`src/rtl/bwzz_pkg.sv`:
```
// Shared definitions for the interrupt sequencer and the memory stage.
package bwzz_pkg;

  // Sequencer states: interrupt entry (DRAIN..VECTOR) and RTI return (RTI_DRAIN..RESUME).
  typedef enum logic [3:0] {
    IDLE      = 4'd0,
    DRAIN     = 4'd1,
    PUSH_HI   = 4'd2,
    PUSH_LO   = 4'd3,
    VECTOR    = 4'd4,
    RTI_DRAIN = 4'd5,
    POP_LO    = 4'd6,
    POP_HI    = 4'd7,
    RESUME    = 4'd8
  } seq_state_t;

  // Stack-pointer operation codes, decoded identically by the memory stage.
  localparam logic [1:0] SP_NONE = 2'b00;
  localparam logic [1:0] SP_PUSH = 2'b01;
  localparam logic [1:0] SP_POP  = 2'b10;

endpackage

```
`src/rtl/interrupt_sequencer.sv`:
```
// Interrupt entry / RTI return sequencer: freezes fetch, drains the pipe,
// pushes or pops the 32-bit return PC as two stack words, saves or restores
// the flags and redirects fetch.
module interrupt_sequencer
  import bwzz_pkg::*;
#(
  parameter int unsigned DRAIN_CYCLES = 3,
  parameter logic [31:0] VECTOR_PC    = 32'h0000_0020
) (
  input  logic        clk,
  input  logic        reset,
  input  logic        interrupt,
  input  logic        branch_flush,
  input  logic        rti_decoded,
  input  logic [31:0] if_pc,
  input  logic        mem_ack,
  input  logic [15:0] mem_rdata,
  output logic        hold,
  output logic        mem_req,
  output logic        mem_we,
  output logic [15:0] mem_wdata,
  output logic [1:0]  sp_op,
  output logic        flags_save,
  output logic        flags_restore,
  output logic        pc_load,
  output logic [31:0] pc_load_value,
  output logic        busy
);

  localparam logic [3:0] LP_DRAIN = 4'(DRAIN_CYCLES);

  seq_state_t  r_state;
  seq_state_t  w_next;
  logic        r_pending;
  logic [31:0] r_ret_pc;
  logic [3:0]  r_drain_cnt;
  logic        w_accept;
  logic        w_drain_load;
  logic        w_drain_done;

  assign w_drain_done = (r_drain_cnt <= 4'd1);

  // State register; reset aborts any sequence in progress.
  always_ff @(posedge clk or posedge reset) begin
    if (reset) begin
      r_state <= IDLE;
    end else begin
      r_state <= w_next;
    end
  end

  // Next-state and Moore output decode (pc_load_value also looks at ret_pc).
  always_comb begin
    w_next        = r_state;
    w_accept      = 1'b0;
    w_drain_load  = 1'b0;
    hold          = 1'b1;
    busy          = 1'b1;
    mem_req       = 1'b0;
    mem_we        = 1'b0;
    mem_wdata     = '0;
    sp_op         = SP_NONE;
    flags_save    = 1'b0;
    flags_restore = 1'b0;
    pc_load       = 1'b0;
    pc_load_value = r_ret_pc;
    unique case (r_state)
      IDLE: begin
        hold = 1'b0;
        busy = 1'b0;
        // RTI wins over a pending interrupt; a flush defers acceptance so the
        // captured PC is the branch target rather than the flushed path.
        if (rti_decoded) begin
          w_next       = RTI_DRAIN;
          w_drain_load = 1'b1;
        end else if (r_pending && !branch_flush) begin
          w_next       = DRAIN;
          w_accept     = 1'b1;
          w_drain_load = 1'b1;
        end
      end
      DRAIN: begin
        if (w_drain_done) w_next = PUSH_HI;
      end
      PUSH_HI: begin
        mem_req   = 1'b1;
        mem_we    = 1'b1;
        sp_op     = SP_PUSH;
        mem_wdata = r_ret_pc[31:16];
        if (mem_ack) w_next = PUSH_LO;
      end
      PUSH_LO: begin
        mem_req   = 1'b1;
        mem_we    = 1'b1;
        sp_op     = SP_PUSH;
        mem_wdata = r_ret_pc[15:0];
        if (mem_ack) w_next = VECTOR;
      end
      VECTOR: begin
        pc_load       = 1'b1;
        flags_save    = 1'b1;
        pc_load_value = VECTOR_PC;
        w_next        = IDLE;
      end
      RTI_DRAIN: begin
        if (w_drain_done) w_next = POP_LO;
      end
      POP_LO: begin
        mem_req = 1'b1;
        sp_op   = SP_POP;
        if (mem_ack) w_next = POP_HI;
      end
      POP_HI: begin
        mem_req = 1'b1;
        sp_op   = SP_POP;
        if (mem_ack) w_next = RESUME;
      end
      RESUME: begin
        pc_load       = 1'b1;
        flags_restore = 1'b1;
        w_next        = IDLE;
      end
      default: begin
        w_next = IDLE;
      end
    endcase
  end

  // Pending latch: pulses merge; a pulse coinciding with accept is kept.
  always_ff @(posedge clk or posedge reset) begin
    if (reset) begin
      r_pending <= 1'b0;
    end else begin
      r_pending <= interrupt | (r_pending & ~w_accept);
    end
  end

  // Drain counter: loaded on entry to either drain state, counts down to 1.
  always_ff @(posedge clk or posedge reset) begin
    if (reset) begin
      r_drain_cnt <= '0;
    end else if (w_drain_load) begin
      r_drain_cnt <= LP_DRAIN;
    end else if (r_state == DRAIN || r_state == RTI_DRAIN) begin
      r_drain_cnt <= r_drain_cnt - 4'd1;
    end
  end

  // Return PC: captured on the first DRAIN cycle, rebuilt from two pops on RTI.
  always_ff @(posedge clk or posedge reset) begin
    if (reset) begin
      r_ret_pc <= '0;
    end else if (r_state == DRAIN && r_drain_cnt == LP_DRAIN) begin
      r_ret_pc <= if_pc;
    end else if (r_state == POP_LO && mem_ack) begin
      r_ret_pc[15:0] <= mem_rdata;
    end else if (r_state == POP_HI && mem_ack) begin
      r_ret_pc[31:16] <= mem_rdata;
    end
  end

endmodule

```
`config.mk`:
```
export PLATFORM = sky130hd
export DESIGN_NAME = interrupt_sequencer
export DESIGN_NICKNAME = d
export VERILOG_FILES = /design/src/rtl/bwzz_pkg.sv /design/src/rtl/interrupt_sequencer.sv
export SDC_FILE = /design/constraint.sdc
export NUM_CORES = 1
export LEC_CHECK = 0
export BUFFER_PORTS_ARGS = -buffer_cell sky130_fd_sc_hd__buf_2
export CORE_ASPECT_RATIO = 1.2
export CORE_MARGIN = 10
export CORE_UTILIZATION = 34
export DETAILED_ROUTE_END_ITERATION = 10
export GPL_TIMING_DRIVEN = 1
export PLACE_DENSITY = 0.6
export SKIP_CTS_REPAIR_TIMING = 1
export SLEW_MARGIN = 20
export SYNTH_ARGS = -nofsm -noshare
export SYNTH_HDL_FRONTEND = slang
export SYNTH_SLANG_ARGS = --single-unit
```
`constraint.sdc`:
```
create_clock -name clk -period 5.5 [get_ports clk]
set_input_delay 0.275 -clock clk [delete_from_list [all_inputs] [get_ports clk]]
set_output_delay 0.275 -clock clk [all_outputs]
set_load 0.02 [all_outputs]
```
# After elaboration in Yosys (flattened, before gate mapping)
# Cells that the tools add are included.
# word_totals
mem_count	0
wordCells	72
mem_bits_ro	0
ramBits	0
latch_bits	0
output_inout_bits	57
regBits	41
# op_classes
reduce_logical	16
add_sub_neg	1
div_mod_pow	0
mul	0
eq_ne	17
mux	29
shifts	0
bitwise_logic	3
magnitude_cmp	1
# op_table
cell	count
2-to-1 mux 32 bit	2
2-to-1 mux 16 bit	3
2-to-1 mux 4 bit	10
case mux 16 bit (2 select lines)	1
case mux 4 bit (7 select lines)	1
equality test 4 x 3 -> 1 bit (second input constant)	4
!= test 2 bit (second input constant)	7
equality test 4 x 2 -> 1 bit (second input constant)	3
2-to-1 mux 1 bit	11
AND reduction 7 bit	1
nonzero test 2 bit	3
OR reduction 2 bit	3
equality test 4 x 1 -> 1 bit (second input constant)	1
equality test 4 bit (second input constant)	1
<= comparator 4 x 1 -> 1 bit (second input constant)	1
logical AND 1 bit	4
zero test 4 bit	1
case mux 2 bit (2 select lines)	1
OR reduction 4 bit	1
subtractor 4 x 1 -> 4 bit (second input constant)	1
!= test 3 bit (second input constant)	1
AND reduction 2 bit	1
AND 1 bit	1
zero test 1 bit	1
other kinds (3)	3

# Depth between registers and ports, before layout
# Gate-level depths: netlist of the first run.
# logic_depth
ltp_word	8
mapped_depth	6
depth_no_buf	6

# Worst setup path after synthesis of the first run
# No wires, ideal clock.
# synth_path
path_kind	flip-flop to output port
startpoint	register r_state[2]
endpoint	output mem_wdata[0]
slack_ns	3.575
arrival_ns	1.650
stages_incl_launch_ff	7
t_required_ns	5.225
cell_sequence	dfrtp_1 -> buf_2 -> nor2_1 -> and3_1 -> clkbuf_1 -> clkbuf_1 -> a22o_1
# synth_between
elab_chain_len	2
elab_cells_between_ends	3
cone_classes	2 x eq/ne; 1 x mux
# synth_lines
item	line	text
from (decl)	interrupt_sequencer.sv:32	seq_state_t r_state;
from (signal assigned)	interrupt_sequencer.sv:48	r_state <= w_next;
equality test 4 x 2 -> 1 bit	interrupt_sequencer.sv:67	unique case (r_state)
case mux 16 bit (2 select lines) *	interrupt_sequencer.sv:67	
to (decl)	interrupt_sequencer.sv:21	output logic [15:0] mem_wdata,
# Mark *: on every way between the ends. The rest lies on a longest branch, timed or not.

# Worst setup path in the final report of the first run
# layout_path
startpoint	register r_state[3]
endpoint	output mem_wdata[3]
# The elaborated chain is that of the path after synthesis.

==> impl_metrics.py, run 1 <==
metrics = {
    "layout": {
        "drive_gt1_share_pct": 57.4,
        "finalInstanceArea_um2": 3360,
        "area_delta_synth_final_pct": 26.3,
        "antenna_cells": 0,
        "finalNonFillerCells": 432,
        "nets": 396,
    },
    "clock_network": {
        "cts_sinks": 41,
        "htreeDepth": 2,
        "cts_tree": "yes",
        "path_clk_slew_ps": 80,
        "clkLatencyLatePin_ps": 280,
        "clk_path_buf_depth": 2,
        "cts_inserted_buffers": 5,
        "cts-root-buf": "clkbuf_8",
    },
    "routing": {
        "drc": 0,
        "drt_iter0_markers": 92,
        "wl_per_cell_um": 16.5,
        "num_vias": 2135,
        "routed_via_density": 4.94,
        "ant_nets": 0,
        "wirelength_mm": 7.15,
        "dr.pass1.iters": 4,
    },
    "placed_design": {
        "portBuffers": 110,
        "dp_slack_ps": 3210,
        "dpl_cell_area_um2": 3240,
        "dpl.hpwl_mm": 5.60,
        "dp_cells": 424,
        "gp_congestion": 0.794,
    },
    "synth": {
        "synth_edf_count": 0,
        "synth_nets": 293,
        "yosysUniqueCellTypes": 38,
        "avgSynthCellArea_um2": 11.3,
        "synth-seq-cells": 41,
        "ys_warn_count": 0,
        "syn_inst": 236,
        "netlist_area_um2": 2660,
        "yosysSeqAreaShare_pct": 38.6,
        "async_reset_ff_share_pct": 100,
        "synth_top_flop_cell": "dfrtp_1",
    },
    "setup_path": {
        "path_class": "register to output pin",
        "cpPeakStageDelay_ps": 640,
        "cp-end-kind": "output pin",
        "startpoint_type": "register",
        "cp_data_arrival_time_ps": 2180,
        "required_ps": 5220,
        "path_delay_family": "simple AND/OR/NAND/NOR gates",
        "critPathMaxFanout": 16,
        "slowest_stage": "and3_1",
        "cp_num_buf_inv": 1,
        "path_cells": "nor2_1 -> and3_1 -> a22o_1 -> buf_2",
    },
    "sta": {
        "layout_setup_ws_ps": 3050,
        "finalSetupViolations": 0,
        "fin_skew_ps": 4.78,
        "final.min_clock_period_ps": 2450,
        "hold_violations": 0,
        "relSlewSlack_pct": 43.4,
        "fin_crit_sh_pct": 44.6,
        "whs_ps": 97.6,
        "fin_setup_tns_ps": 0,
        "tightest_slew_ps": 848,
        "rsz0062_at_grt": "false",
        "fmax_mhz": 407,
        "slew_violations": 0,
    },
    "die": {
        "core.rowCount": 35,
        "initial_utilization_pct": 34.7,
        "io_pins": 111,
        "die_x_um": 101,
        "core_um2": 7660,
        "die_y_um": 117,
        "dieArea_um2": 11800,
    },
    "grt": {
        "grt_usage_pct": 11.5,
        "grt_max_degree": 42,
        "gr-total-overflow": 0,
        "grt_pass1_wl_mm": 11.0,
        "antenna_found_initial": 0,
        "grt_pass1_vias": 2197,
    },
    "power": {
        "p_leak_nw": 1.62,
        "vdd_ir_drop_max_uv": 257,
        "power.density_nw_per_um2": 612,
    },
    "worst_hold_path": {
        "hp-class": "primary input to asynchronous set/reset pin",
    },
    "run": {
        "maxCapViolations": 0,
    },
    "run_status": {
        "status": "finished clean",
    },
}
[cells by family after synthesis]
logic type	after synthesis	synth area share [%]
muxes	65	27.5
and+or+nand+nor	71	16.9
AOI/OAI and AO/OA	29	9.31
xor gates and xnor gates	2	0.659
DFF	41	38.6
buffers and inverters	25	5.60
adders and majority gates	3	1.41
[cell type report]
class                   instances  area [µm²]
fillers                       752        4300
multi-input cells             170        1500
flip-flops and latches         41        1030
repair buffers                113         573
well taps                      92         115
clock buffers                   7        86.3
clock inverters                 1        30.0
inverters                       8        30.0
[cell usage after synthesis, drive strengths merged, types with 3 or more instances]
| master | count | area [µm²] |
|---|---|---|
| nand2 | 4 | 15.0 |
| nor3 | 3 | 15.0 |
| nor4 | 3 | 31.3 |
| dfrtp | 41 | 1030 |
| a211oi | 3 | 22.5 |
| nor2 | 13 | 48.8 |
| nor3b | 3 | 45.1 |
| inv | 8 | 30.0 |
| ha | 3 | 37.5 |
| nor2b | 31 | 194 |
| mux2 | 65 | 732 |
| clkbuf | 4 | 15.0 |
| nand2b | 3 | 18.8 |
| nand3 | 3 | 27.5 |
| a22o | 16 | 140 |
| buf | 13 | 104 |
[path summary, 6_finish.rpt]
check,startpoint,end,slack (ps),depth (start not counted)
max reg2reg,r_drain_cnt[0],r_ret_pc[25],3240,5
min,reset,r_state[0],100,3
max,r_state[3],mem_wdata[3],3050,4
min reg2reg,r_pending,r_pending,510,2
min in group clk,interrupt,r_pending,180,2
max in group asynchronous,reset,r_drain_cnt[3],5020,3
[flip-flops by register name (all words and copies together), names as in the netlist]
name	count
r_drain_cnt	4
r_pending	1
r_ret_pc	32
r_state	4
[through the flow]
stage	utilization, %	power [mW]
global placement	42.3	1.82
floorplan	-	1.48
CTS	43.8	2.09
finish	43.8	2.06
global route	43.8	2.21
detailed placement	42.3	1.84
[worst min-delay path, cell delays in order]
cell and delay, ps:
buf_2 100, clkinv_1 30, buf_4 430
[per-layer routing]
layer / wire [µm] / vias up / global-route usage [%]
met5: 0 / - / 0
li1: - / 1036 / -
met1: 2960 / 1014 / 12.9
met2: 3520 / 83 / 20.8
met4: 34 / 0 / 2.83
met3: 632 / 2 / 3.41
[power breakdown]
group,internal [mW],total (mW),switching (mW)
sequential,0.450,0.596,0.146
clock,0.148,0.245,0.0975
combinational,0.527,1.21,0.687
[cell usage in the layout, fill, tap and decap left out, types with 2 or more instances in the layout]
cell type	count
and3_1	2
o21ai_0	2
nand2_1	4
nor3b_4	2
buf_2	110
or2_2	2
nor3_1	2
nor2b_1	31
inv_1	7
nand3_1	2
a22o_1	16
nand2b_1	3
mux2_2	65
clkbuf_8	6
a211oi_1	3
ha_1	3
dfrtp_1	41
nor2_1	13
buf_4	3
Note: power is estimated with default switching activity, not from simulation.
==> run 2: changes to the inputs <==
- PLACE_DENSITY: 0.6 -> 0.62
- clock period: 5.5 -> 2 ns (I/O delays scaled with it)
==> run 2 against run 1 <==
Effect of this change: die area stayed put; clock power rose to 2.8 times the previous value; wire length up 4.4%; worst hold slack lost 35 ps; via count up 4.4%; cell count rose by 4.9%; largest power group unchanged.
==> impl_metrics.py, run 2 (synthesized netlist as in run 1, its figures left out) <==
metrics = {
    "layout": {
        "top_regs": "r_ret_pc x32, r_drain_cnt x4, r_state x4",
        "final_cell_mix": "buf_2, mux2_2, dfrtp_1",
        "seqCellArea_um2": 1030,
        "area_delta_synth_final_pct": 33.2,
        "fill_cells": 735,
        "multi_input_area_um2": 1500,
        "largest_reg_flops": 32,
        "antenna_cells": 0,
        "finalNonFillerCells": 453,
        "nets": 417,
        "drive_gt1_share_pct": 60.1,
        "largest_register": "r_ret_pc",
        "finalInstanceArea_um2": 3540,
        "final_core_util_pct": 46.2,
        "layout_commonest_cell": "buf_2",
    },
    "clock_network": {
        "cts_sinks": 41,
        "cts_tree": "yes",
        "htreeDepth": 2,
        "clk_path_buf_depth": 2,
        "path_clk_slew_ps": 80,
        "cts_inserted_buffers": 5,
        "cts-root-buf": "clkbuf_8",
        "clkLatencyLatePin_ps": 290,
    },
    "sta": {
        "fin_crit_sh_pct": 94.9,
        "fmax_mhz": 527,
        "rsz0062_at_grt": "false",
        "slew_violations": 0,
        "fin_setup_tns_ps": 0,
        "relSlewSlack_pct": 71.2,
        "finalSetupViolations": 0,
        "final.min_clock_period_ps": 1900,
        "hold_violations": 0,
        "fin_skew_ps": 2.53,
        "tightest_slew_ps": 428,
    },
    "grt": {
        "antenna_found_initial": 0,
        "grt_max_degree": 32,
        "gr-total-overflow": 0,
        "grt_pass1_wl_mm": 11.7,
        "grt_usage_pct": 12.2,
        "grt_pass1_vias": 2300,
    },
    "setup_path": {
        "startpoint_type": "register",
        "rr_endpoint": "r_ret_pc[22]",
        "path_delay_family": "buffers and inverters",
        "cpPeakStageDelay_ps": 460,
        "required_ps": 1900,
        "cp_data_arrival_time_ps": 1800,
        "reg2reg_from": "r_drain_cnt[0]",
        "cp-end-kind": "output pin",
        "path_cells": "buf_4 -> nor4_4 -> buf_12 -> or2_2 -> buf_2",
        "path_class": "register to output pin",
        "slowest_stage": "dfrtp_1",
        "r2r_setup_slack_ps": 110,
        "critPathMaxFanout": 31,
        "cp_num_buf_inv": 3,
        "reg2reg_depth": 6,
    },
    "die": {
        "die_y_um": 117,
        "core_um2": 7660,
        "io_pins": 111,
        "core.rowCount": 35,
        "dieArea_um2": 11800,
        "initial_utilization_pct": 34.7,
        "die_x_um": 101,
    },
    "routing": {
        "drt_iter0_markers": 89,
        "num_vias": 2230,
        "drc": 0,
        "dr.pass1.iters": 4,
        "routed_via_density": 4.92,
        "wl_per_cell_um": 16.5,
        "ant_nets": 0,
        "wirelength_mm": 7.46,
    },
    "worst_hold_path": {
        "hold_end": "r_pending",
        "min_path_cells": 3,
        "hp-class": "primary input to register",
        "hp-start": "branch_flush",
    },
    "power": {
        "seqPwrFrac_pct": 26.8,
        "p_leak_nw": 1.72,
        "p_comb_share_pct": 61.6,
        "power.density_nw_per_um2": 1660,
        "p_switching_mw": 2.61,
        "vdd_ir_drop_max_uv": 957,
        "pwr-share-clk_pct": 11.6,
        "p_int_mw": 3.28,
        "swShare_pct": 44.4,
    },
    "placed_design": {
        "dpl.hpwl_mm": 6.00,
        "dpl_cell_area_um2": 3390,
        "dp_cells": 442,
        "portBuffers": 110,
        "gp_congestion": 0.830,
    },
    "run": {
        "maxCapViolations": 0,
    },
    "run_status": {
        "status": "finished clean",
    },
}
## run 2: cell count changes in the layout (fill, tap and decap cells not counted), sizes merged
cell / delta
dlygate4sd3: +2
buf: +19
## run 2: stage by stage
step                      power [mW]  hold WS (ps)  setup WS [ps]
after floorplan                 4.07           208            142
after global placement          5.20           138            159
after detailed placement        5.25           147            104
after CTS                       5.96          -172           48.4
after global routing            6.34          69.4           5.82
final                           5.89          62.7            101
## run 2: worst min-delay path, stage by stage
cell and delay, ps:
buf_2 90, o31ai_1 70, nand2b_1 60
## run 2: final cells by class
class	instances	area share [%]
tap	92	3.25
clock buffer	7	2.44
timing repair buffer	134	21.1
inverter	8	0.848
clock inverter	1	0.848
multi-input combinational	170	42.5
sequential	41	29.0
## run 2: how the worst max path moves through the flow
stage	slack (ps)	from	cells after the start	endpoint
final	100	r_state[0]	5	pc_load_value[5]
after global routing	6	r_state[0]	5	pc_load_value[5]
after CTS	50	r_state[2]	5	pc_load_value[5]
after detailed placement	100	r_drain_cnt[0]	6	r_ret_pc[22]
after global placement	160	r_drain_cnt[0]	6	r_ret_pc[6]
after floorplan	140	r_drain_cnt[0]	6	r_ret_pc[16]
## run 2: power by group through the flow
stage                     registers [mW]  clock network (mW)  logic, mW
after global routing                1.64               0.747       3.96
after detailed placement            1.59                   0       3.66
after CTS                           1.58               0.713       3.67
after global placement              1.57                   0       3.63
after floorplan                     1.47                   0       2.60
final                               1.58               0.682       3.63
## run 2: routing by layer
layer  part of all wire, %  vias to the layer above  GRT usage, %
li1                      -                     1086             -
met4                  0.91                        0          3.21
met3                   8.1                        8          3.93
met1                    40                     1069          14.0
met5                     0                        -             0
met2                    51                       67          21.2
